## config.mk

```make
export PLATFORM = sky130hd
export DESIGN_NAME = tile_collision_arbiter
export DESIGN_NICKNAME = d
export VERILOG_FILES = /design/src/rtl/meikyuu_pkg.sv /design/src/rtl/rr_picker.sv /design/src/rtl/tile_collision_arbiter.sv
export SDC_FILE = /design/constraint.sdc
export NUM_CORES = 1
export LEC_CHECK = 0
export BUFFER_PORTS_ARGS = -buffer_cell sky130_fd_sc_hd__buf_2
export CAP_MARGIN = 20
export CORE_ASPECT_RATIO = 0.75
export CORE_MARGIN = 5
export CORE_UTILIZATION = 54
export DETAILED_ROUTE_END_ITERATION = 10
export PLACE_DENSITY_LB_ADDON = 0.25
export SKIP_LAST_GASP = 1
export SYNTH_ARGS = -nofsm -noshare
export SYNTH_HDL_FRONTEND = slang
export SYNTH_HIERARCHICAL = 1
export SYNTH_SLANG_ARGS = --single-unit
export TNS_END_PERCENT = 1
```

## constraint.sdc

```tcl
create_clock -name CLOCK_25 -period 4.47 [get_ports CLOCK_25]
set_input_delay 0.6705 -clock CLOCK_25 [delete_from_list [all_inputs] [get_ports CLOCK_25]]
set_output_delay 0.6705 -clock CLOCK_25 [all_outputs]
set_load 0.05 [all_outputs]
```

## src/rtl/meikyuu_pkg.sv

```systemverilog
// Shared constants for the maze game: VGA 640x480 timing, tile/room geometry,
// the map ROM address layout and the collision arbiter FSM states.
package meikyuu_pkg;

  // Horizontal timing (pixels): sync / back porch / active / front porch.
  localparam int unsigned H_SYNC   = 96;
  localparam int unsigned H_BACK   = 48;
  localparam int unsigned H_ACTIVE = 640;
  localparam int unsigned H_FRONT  = 16;
  // Vertical timing (lines).
  localparam int unsigned V_SYNC   = 2;
  localparam int unsigned V_BACK   = 33;
  localparam int unsigned V_ACTIVE = 480;
  localparam int unsigned V_FRONT  = 10;

  localparam int unsigned H_TOTAL = H_SYNC + H_BACK + H_ACTIVE + H_FRONT;
  localparam int unsigned V_TOTAL = V_SYNC + V_BACK + V_ACTIVE + V_FRONT;
  // Porch-inclusive pixel coordinate width (covers both totals).
  localparam int unsigned PIX_W = $clog2((H_TOTAL > V_TOTAL) ? H_TOTAL : V_TOTAL);

  localparam int unsigned TILE_W     = 16;
  localparam int unsigned TILE_SHIFT = $clog2(TILE_W);
  localparam int unsigned MAP_ROOMS  = 8;
  localparam int unsigned ROOM_W     = $clog2(MAP_ROOMS);

  // Map ROM address: {room_y, room_x, tile_y, tile_x}.
  localparam int unsigned TX_W   = 6;
  localparam int unsigned TY_W   = 5;
  localparam int unsigned ADDR_W = 2 * ROOM_W + TY_W + TX_W;

  typedef enum logic [1:0] {
    StIdle,
    StIssue,
    StDrain,
    StDone
  } arb_state_e;

  function automatic logic [ADDR_W-1:0] tile_addr(input logic [ROOM_W-1:0] room_y,
                                                  input logic [ROOM_W-1:0] room_x,
                                                  input logic [TY_W-1:0]   tile_y,
                                                  input logic [TX_W-1:0]   tile_x);
    return {room_y, room_x, tile_y, tile_x};
  endfunction

endpackage

```

## src/rtl/rr_picker.sv

```systemverilog
// Combinational round-robin selector: first set request at or after ptr,
// wrapping around.
//   req         in   NUM_REQ  request vector
//   ptr         in   PTR_W    index searched first
//   grant_idx   out  PTR_W    selected requester (0 when none)
//   grant_valid out  1        any request set
module rr_picker #(
  parameter int unsigned NUM_REQ = 2,
  parameter int unsigned PTR_W   = (NUM_REQ > 1) ? $clog2(NUM_REQ) : 1
) (
  input  logic [NUM_REQ-1:0] req,
  input  logic [PTR_W-1:0]   ptr,
  output logic [PTR_W-1:0]   grant_idx,
  output logic               grant_valid
);

  // Walk offsets from farthest to nearest so the nearest set bit wins.
  always_comb begin
    grant_valid = 1'b0;
    grant_idx   = '0;
    for (int k = NUM_REQ - 1; k >= 0; k--) begin
      if (req[(int'(ptr) + k) % NUM_REQ]) begin
        grant_valid = 1'b1;
        grant_idx   = PTR_W'((int'(ptr) + k) % NUM_REQ);
      end
    end
  end

endmodule

```

## src/rtl/tile_collision_arbiter.sv

```systemverilog
// Shares the single-port maze tile ROM among NUM_REQ movers. One requester is
// granted at a time; the four corners of its sprite box are looked up and the
// OR of their wall bits is returned as hit[i] with a one-cycle ack[i].
//   CLOCK_25    in   1           pixel clock
//   reset       in   1           asynchronous, active-high
//   req         in   NUM_REQ     level request, held until ack
//   req_x/y     in   NUM_REQ*10  packed sprite top-left, porch-inclusive
//   req_room_x  in   NUM_REQ*3   packed room column
//   req_room_y  in   NUM_REQ*3   packed room row
//   ack         out  NUM_REQ     result-updated pulse
//   hit         out  NUM_REQ     wall bit per requester
//   rom_addr    out  17          {room_y, room_x, tile_y, tile_x}
//   rom_data    in   1           wall bit, ROM_LAT cycles after rom_addr
//   busy        out  1           service in progress
module tile_collision_arbiter
  import meikyuu_pkg::*;
#(
  parameter int unsigned NUM_REQ = 2,
  parameter int unsigned ROM_LAT = 1,
  parameter int unsigned SPRITE  = 16,
  parameter int unsigned X_ORG   = H_SYNC + H_BACK,
  parameter int unsigned Y_ORG   = V_SYNC + V_BACK
) (
  input  logic                       CLOCK_25,
  input  logic                       reset,
  input  logic [NUM_REQ-1:0]         req,
  input  logic [NUM_REQ*PIX_W-1:0]   req_x,
  input  logic [NUM_REQ*PIX_W-1:0]   req_y,
  input  logic [NUM_REQ*ROOM_W-1:0]  req_room_x,
  input  logic [NUM_REQ*ROOM_W-1:0]  req_room_y,
  output logic [NUM_REQ-1:0]         ack,
  output logic [NUM_REQ-1:0]         hit,
  output logic [ADDR_W-1:0]          rom_addr,
  input  logic                       rom_data,
  output logic                       busy
);

  localparam int unsigned PTR_W = (NUM_REQ > 1) ? $clog2(NUM_REQ) : 1;
  // Signed screen coordinate width.
  localparam int unsigned CW = PIX_W + 1;

  arb_state_e          state_q, state_d;
  logic [1:0]          cnt_q, cnt_d;
  logic [PTR_W-1:0]    sel_q, sel_d, ptr_q, ptr_d, pick_idx;
  logic                pick_valid;
  logic [PIX_W-1:0]    x_q, x_d, y_q, y_d;
  logic [ROOM_W-1:0]   rx_q, rx_d, ry_q, ry_d;
  logic                acc_q, acc_d;
  logic [ROM_LAT-1:0]  cap_q, cap_d;
  logic [NUM_REQ-1:0]  hit_q, hit_d, ack_q, ack_d;
  logic [ADDR_W-1:0]   last_addr_q, last_addr_d, corner_addr;
  logic [CW-1:0]       sx, sy;
  logic                corner_on, issue_on;
  logic                unused_bits;

  rr_picker #(
    .NUM_REQ (NUM_REQ),
    .PTR_W   (PTR_W)
  ) u_rr_picker (
    .req         (req),
    .ptr         (ptr_q),
    .grant_idx   (pick_idx),
    .grant_valid (pick_valid)
  );

  // Corner generator: cnt_q[0] selects right edge, cnt_q[1] bottom edge,
  // giving TL, TR, BL, BR over the four issue cycles.
  always_comb begin
    sx = {1'b0, x_q} - CW'(X_ORG) + (cnt_q[0] ? CW'(SPRITE - 1) : '0);
    sy = {1'b0, y_q} - CW'(Y_ORG) + (cnt_q[1] ? CW'(SPRITE - 1) : '0);
    corner_on = !sx[CW-1] && (sx <= CW'(H_ACTIVE - 1)) &&
                !sy[CW-1] && (sy <= CW'(V_ACTIVE - 1));
    corner_addr = tile_addr(ry_q, rx_q, sy[TILE_SHIFT +: TY_W], sx[TILE_SHIFT +: TX_W]);
    unused_bits = ^{sx[TILE_SHIFT-1:0], sy[TILE_SHIFT-1:0], sy[CW-2:TILE_SHIFT+TY_W]};
  end

  always_comb begin
    state_d     = state_q;
    cnt_d       = cnt_q;
    sel_d       = sel_q;
    ptr_d       = ptr_q;
    x_d         = x_q;
    y_d         = y_q;
    rx_d        = rx_q;
    ry_d        = ry_q;
    hit_d       = hit_q;
    ack_d       = '0;
    issue_on    = (state_q == StIssue) && corner_on;
    // Off-screen slots leave the ROM address where it was.
    last_addr_d = issue_on ? corner_addr : last_addr_q;
    // Tag each on-screen issue so its data is captured ROM_LAT cycles later.
    cap_d       = ROM_LAT'({cap_q, issue_on});
    acc_d       = acc_q | (rom_data & cap_q[ROM_LAT-1]);

    unique case (state_q)
      StIdle: begin
        if (pick_valid) begin
          sel_d   = pick_idx;
          x_d     = req_x[pick_idx*PIX_W +: PIX_W];
          y_d     = req_y[pick_idx*PIX_W +: PIX_W];
          rx_d    = req_room_x[pick_idx*ROOM_W +: ROOM_W];
          ry_d    = req_room_y[pick_idx*ROOM_W +: ROOM_W];
          acc_d   = 1'b0;
          cnt_d   = '0;
          state_d = StIssue;
        end
      end
      StIssue: begin
        cnt_d = cnt_q + 2'd1;
        if (cnt_q == 2'd3) begin
          cnt_d   = '0;
          state_d = StDrain;
        end
      end
      StDrain: begin
        cnt_d = cnt_q + 2'd1;
        // Last capture lands this cycle; publish the result with the ack.
        if (cnt_q == 2'(ROM_LAT - 1)) begin
          hit_d[sel_q] = acc_d;
          ack_d[sel_q] = 1'b1;
          state_d      = StDone;
        end
      end
      StDone: begin
        ptr_d   = (sel_q == PTR_W'(NUM_REQ - 1)) ? '0 : sel_q + 1'b1;
        state_d = StIdle;
      end
      default: state_d = StIdle;
    endcase
  end

  always_ff @(posedge CLOCK_25 or posedge reset) begin
    if (reset) begin
      state_q     <= StIdle;
      cnt_q       <= '0;
      sel_q       <= '0;
      ptr_q       <= '0;
      x_q         <= '0;
      y_q         <= '0;
      rx_q        <= '0;
      ry_q        <= '0;
      acc_q       <= 1'b0;
      cap_q       <= '0;
      hit_q       <= '0;
      ack_q       <= '0;
      last_addr_q <= '0;
    end else begin
      state_q     <= state_d;
      cnt_q       <= cnt_d;
      sel_q       <= sel_d;
      ptr_q       <= ptr_d;
      x_q         <= x_d;
      y_q         <= y_d;
      rx_q        <= rx_d;
      ry_q        <= ry_d;
      acc_q       <= acc_d;
      cap_q       <= cap_d;
      hit_q       <= hit_d;
      ack_q       <= ack_d;
      last_addr_q <= last_addr_d;
    end
  end

  assign rom_addr = last_addr_d;
  assign ack      = ack_q;
  assign hit      = hit_q;
  assign busy     = (state_q == StIssue) || (state_q == StDrain);

endmodule
```

==> out/qor.log <==
INFO  clock_tree     clock_pin_slew_worst_setup_and_hold_paths=100ps
INFO  layout         area_added_between_synthesis_and_finish=17.8%
INFO  die            fp.dieArea=0.00776mm^2
INFO  clock_tree     cts_sinks=55
INFO  timing         shortest_clock_period_the_worst_path_allows_after_layout=4340ps
INFO  yosys          ys_seq_area_frac=0.419
INFO  global_route   via_count_of_the_first_global_routing_pass=2445
INFO  yosys          postSynthNetCount=397
INFO  yosys          yosys_register_bits=55
INFO  pwr            power.density=867mW/mm^2
INFO  global_route   grt.total_usage=0.178
INFO  route          routed_wire_length_per_instance=14.1um
INFO  yosys          post_synth_most_frequent_cells=sky130_fd_sc_hd__dfrtp_1, sky130_fd_sc_hd__a21oi_1, sky130_fd_sc_hd__nor2_1, sky130_fd_sc_hd__mux2i_1, sky130_fd_sc_hd__inv_1
INFO  layout         final_cell_count_no_fill=471
INFO  clock_tree     clock_tree.buffer_depth=2
INFO  yosys          netlist.top_cell.by_area=sky130_fd_sc_hd__dfrtp_1
INFO  die            chipHeight=77.5um
INFO  setup_path     worst_ep_arrival_time=3670ps
INFO  die            boundaryPins=79
INFO  route          drt-pass1-iter-count=4
INFO  clock_tree     cts-root-buf=sky130_fd_sc_hd__clkbuf_8
INFO  route          wl=6630um
INFO  yosys          synthesis.yosys.warnings=6
INFO  placement      hpwl=4970um
INFO  timing         setup_failing_eps_final=0
INFO  yosys          ys_dominant_reg_cell=sky130_fd_sc_hd__dfrtp_1
INFO  global_route   antenna_violations_before_repair=0
INFO  route          route.antenna.remaining_nets=0
INFO  placement      numPortBuffers=78
INFO  die            number_of_standard_cell_rows_in_the_floorplan=24
INFO  timing         finalHoldViolCount=0
INFO  layout         n_antenna_cell=0
INFO  yosys          synth.top_cell.area_share=0.419
INFO  run_status     status=finished clean
INFO  placement      place.gp.congestion=0.823
INFO  timing         timing.setup.tns=0ps
INFO  die            horiz_die_dim=100um
INFO  pwr            vdd.ir_drop.worst=0.000514V
INFO  clock_tree     cts_tree=done
INFO  yosys          syn-mean-instance-area=10.5um^2
INFO  global_route   grt_max_degree=56
INFO  setup_path     timing.critical_path.fanout_max=4
INFO  layout         nets=476
INFO  pwr            static_leakage_power=1.91nW
INFO  global_route   globalRoute.totalOverflow=0
INFO  timing         slew_headroom=0.267
INFO  yosys          postSynth.asyncResetShare=1.00
INFO  setup_path     startpoint_type=flip-flop
INFO  run            drv_cap=0
INFO  layout         layout-drive-gt1-share=0.316
INFO  clock_tree     htree_num_levels=2
INFO  placement      dpl.cell_count=461
INFO  timing         grt_setup_unrepaired=yes
INFO  clock_tree     tritoncts.num_buffers=5
INFO  route          drt_iter0_markers=94
INFO  yosys          synthesis.area=0.00328mm^2
INFO  clock_tree     clock_insertion_delay_worst_skew=310ps
INFO  timing         slew_violations=0
INFO  setup_path     cp_data_required_time=3800ps
INFO  timing         top_achievable_clock_speed=230MHz
INFO  route          vias=2461
INFO  global_route   grt_pass1_wl=11400um
INFO  yosys          top_count_cell_post_synth=sky130_fd_sc_hd__dfrtp_1
INFO  route          detail_route.vias_per_cell=5.23
INFO  die            core=0.00586mm^2
INFO  yosys          post_synth_num_cell_types=46
INFO  setup_path     critPathCaptureType=output port
INFO  hold_path      holdCritPathClass=reg -> reg
INFO  setup_path     worstSetupPathType=reg -> out
INFO  timing         skew=11.2ps
INFO  route          drc=0
INFO  yosys          netlist_top_cells_area=sky130_fd_sc_hd__dfrtp_1, sky130_fd_sc_hd__ha_1, sky130_fd_sc_hd__mux2i_1
INFO  yosys          post_synth_inst_count=314
INFO  timing         min_period_over_period=0.971
INFO  die            initial_utilization=0.561
INFO  setup_path     r2r_setup_slack=1190ps
INFO  timing         slew_of_the_pin_with_the_lowest_slew_margin=1100ps
INFO  yosys          number_of_enable_flip_flop_cells_after_synthesis=0
layout make-up:
type | instances | area [um^2]
fill | 478 | 1990
multi-input combinational | 221 | 1750
sequential | 55 | 1380
timing repair buffer | 85 | 462
tap | 78 | 97.6
inverter | 25 | 93.8
clock buffer | 5 | 68.8
clock inverter | 2 | 17.5
final timing paths:
kind | depth (start not counted) | to | startpoint
setup / recovery | 14 | rom_addr[3] | cnt_q[1]
hold / removal | 1 | last_addr_q[0] | last_addr_q[0]
setup reg to reg | 13 | last_addr_q[16] | cnt_q[1]
hold reg to reg | 1 | last_addr_q[0] | last_addr_q[0]
max in group asynchronous | 3 | last_addr_q[4] | reset
min in group asynchronous | 3 | hit[0] | reset
state kept, by name, summed over array words and instances (netlist names), 2 cells and up:
| signal | count |
|---|---|
| ack | 2 |
| cnt_q | 2 |
| hit | 2 |
| last_addr_q | 17 |
| rx_q | 3 |
| ry_q | 3 |
| state_q | 2 |
| x_q | 10 |
| y_q | 10 |
cells by family (layout without fill, tap and decap cells):
kind of cell,Yosys count,count (layout),share of synthesized area
AND/OR/NAND/NOR,66,66,0.0995
multiplexers,46,46,0.154
AO/OA/AOI/OAI,69,69,0.135
buffers and inverters,38,117,0.0514
XOR/XNOR,14,14,0.0373
adder cells (fa/ha/maj),26,26,0.104
flip-flops,55,55,0.419
stage by stage:
step                cell area [um^2]  setup slack [ps]  utilization  hold WS (ps)  power [mW]
floorplan                       3280               275            -           458        2.65
global placement                3740               519        0.638           478        2.98
detailed placement              3740               429        0.638           478        3.04
CTS                             3820              46.6        0.653           508        3.33
global route                    3870             -63.5        0.661           517        3.63
finish                          3870               128        0.661           503        3.35
what timing repair did:
action,4_1_cts,5_1_grt
buffers inserted,0,3
setup endpoints to repair,0,12
gates resized for setup,0,11
hold buffers,0,0
placed cells by master (no fill, tap or decap), drive strengths merged, types with 2 or more instances in the layout:
cell     n
nor3     3
xnor2   10
xor2     4
a21o     6
nor2b    4
nor4     2
and2     3
ha      24
or2      2
mux2    16
mux2i   30
dfrtp   55
and3     2
o21ai    9
o211ai   4
o41ai    2
nor2    35
a211oi   3
fa       2
nand2    7
inv     26
clkbuf   5
a21oi   36
or3      3
buf     85
critical path: stages, from the launching register on:
cell	delay, ps
sky130_fd_sc_hd__dfrtp_1	420
sky130_fd_sc_hd__inv_2	80
sky130_fd_sc_hd__ha_1	190
sky130_fd_sc_hd__inv_1	50
sky130_fd_sc_hd__ha_2	190
sky130_fd_sc_hd__inv_1	60
sky130_fd_sc_hd__fa_1	390
sky130_fd_sc_hd__nand3b_1	190
sky130_fd_sc_hd__a21o_1	180
sky130_fd_sc_hd__a32oi_1	190
sky130_fd_sc_hd__o211ai_1	180
sky130_fd_sc_hd__nor4_4	470
sky130_fd_sc_hd__buf_4	210
sky130_fd_sc_hd__mux2_2	340
sky130_fd_sc_hd__buf_2	210
per-layer routing:
metal / vias to the layer above / routed length (um) / GRT usage
met5: - / 0 / 0
met4: 0 / 36 / 0.0350
met3: 6 / 387 / 0.0448
met2: 68 / 2950 / 0.262
met1: 1148 / 3260 / 0.268
li1: 1239 / - / -
power by group:
group          internal, mW  switching [mW]
logic                 0.828            1.35
registers             0.738           0.159
clock network         0.111           0.169
total                  1.68            1.68
Power figures use the tool's default switching activity.
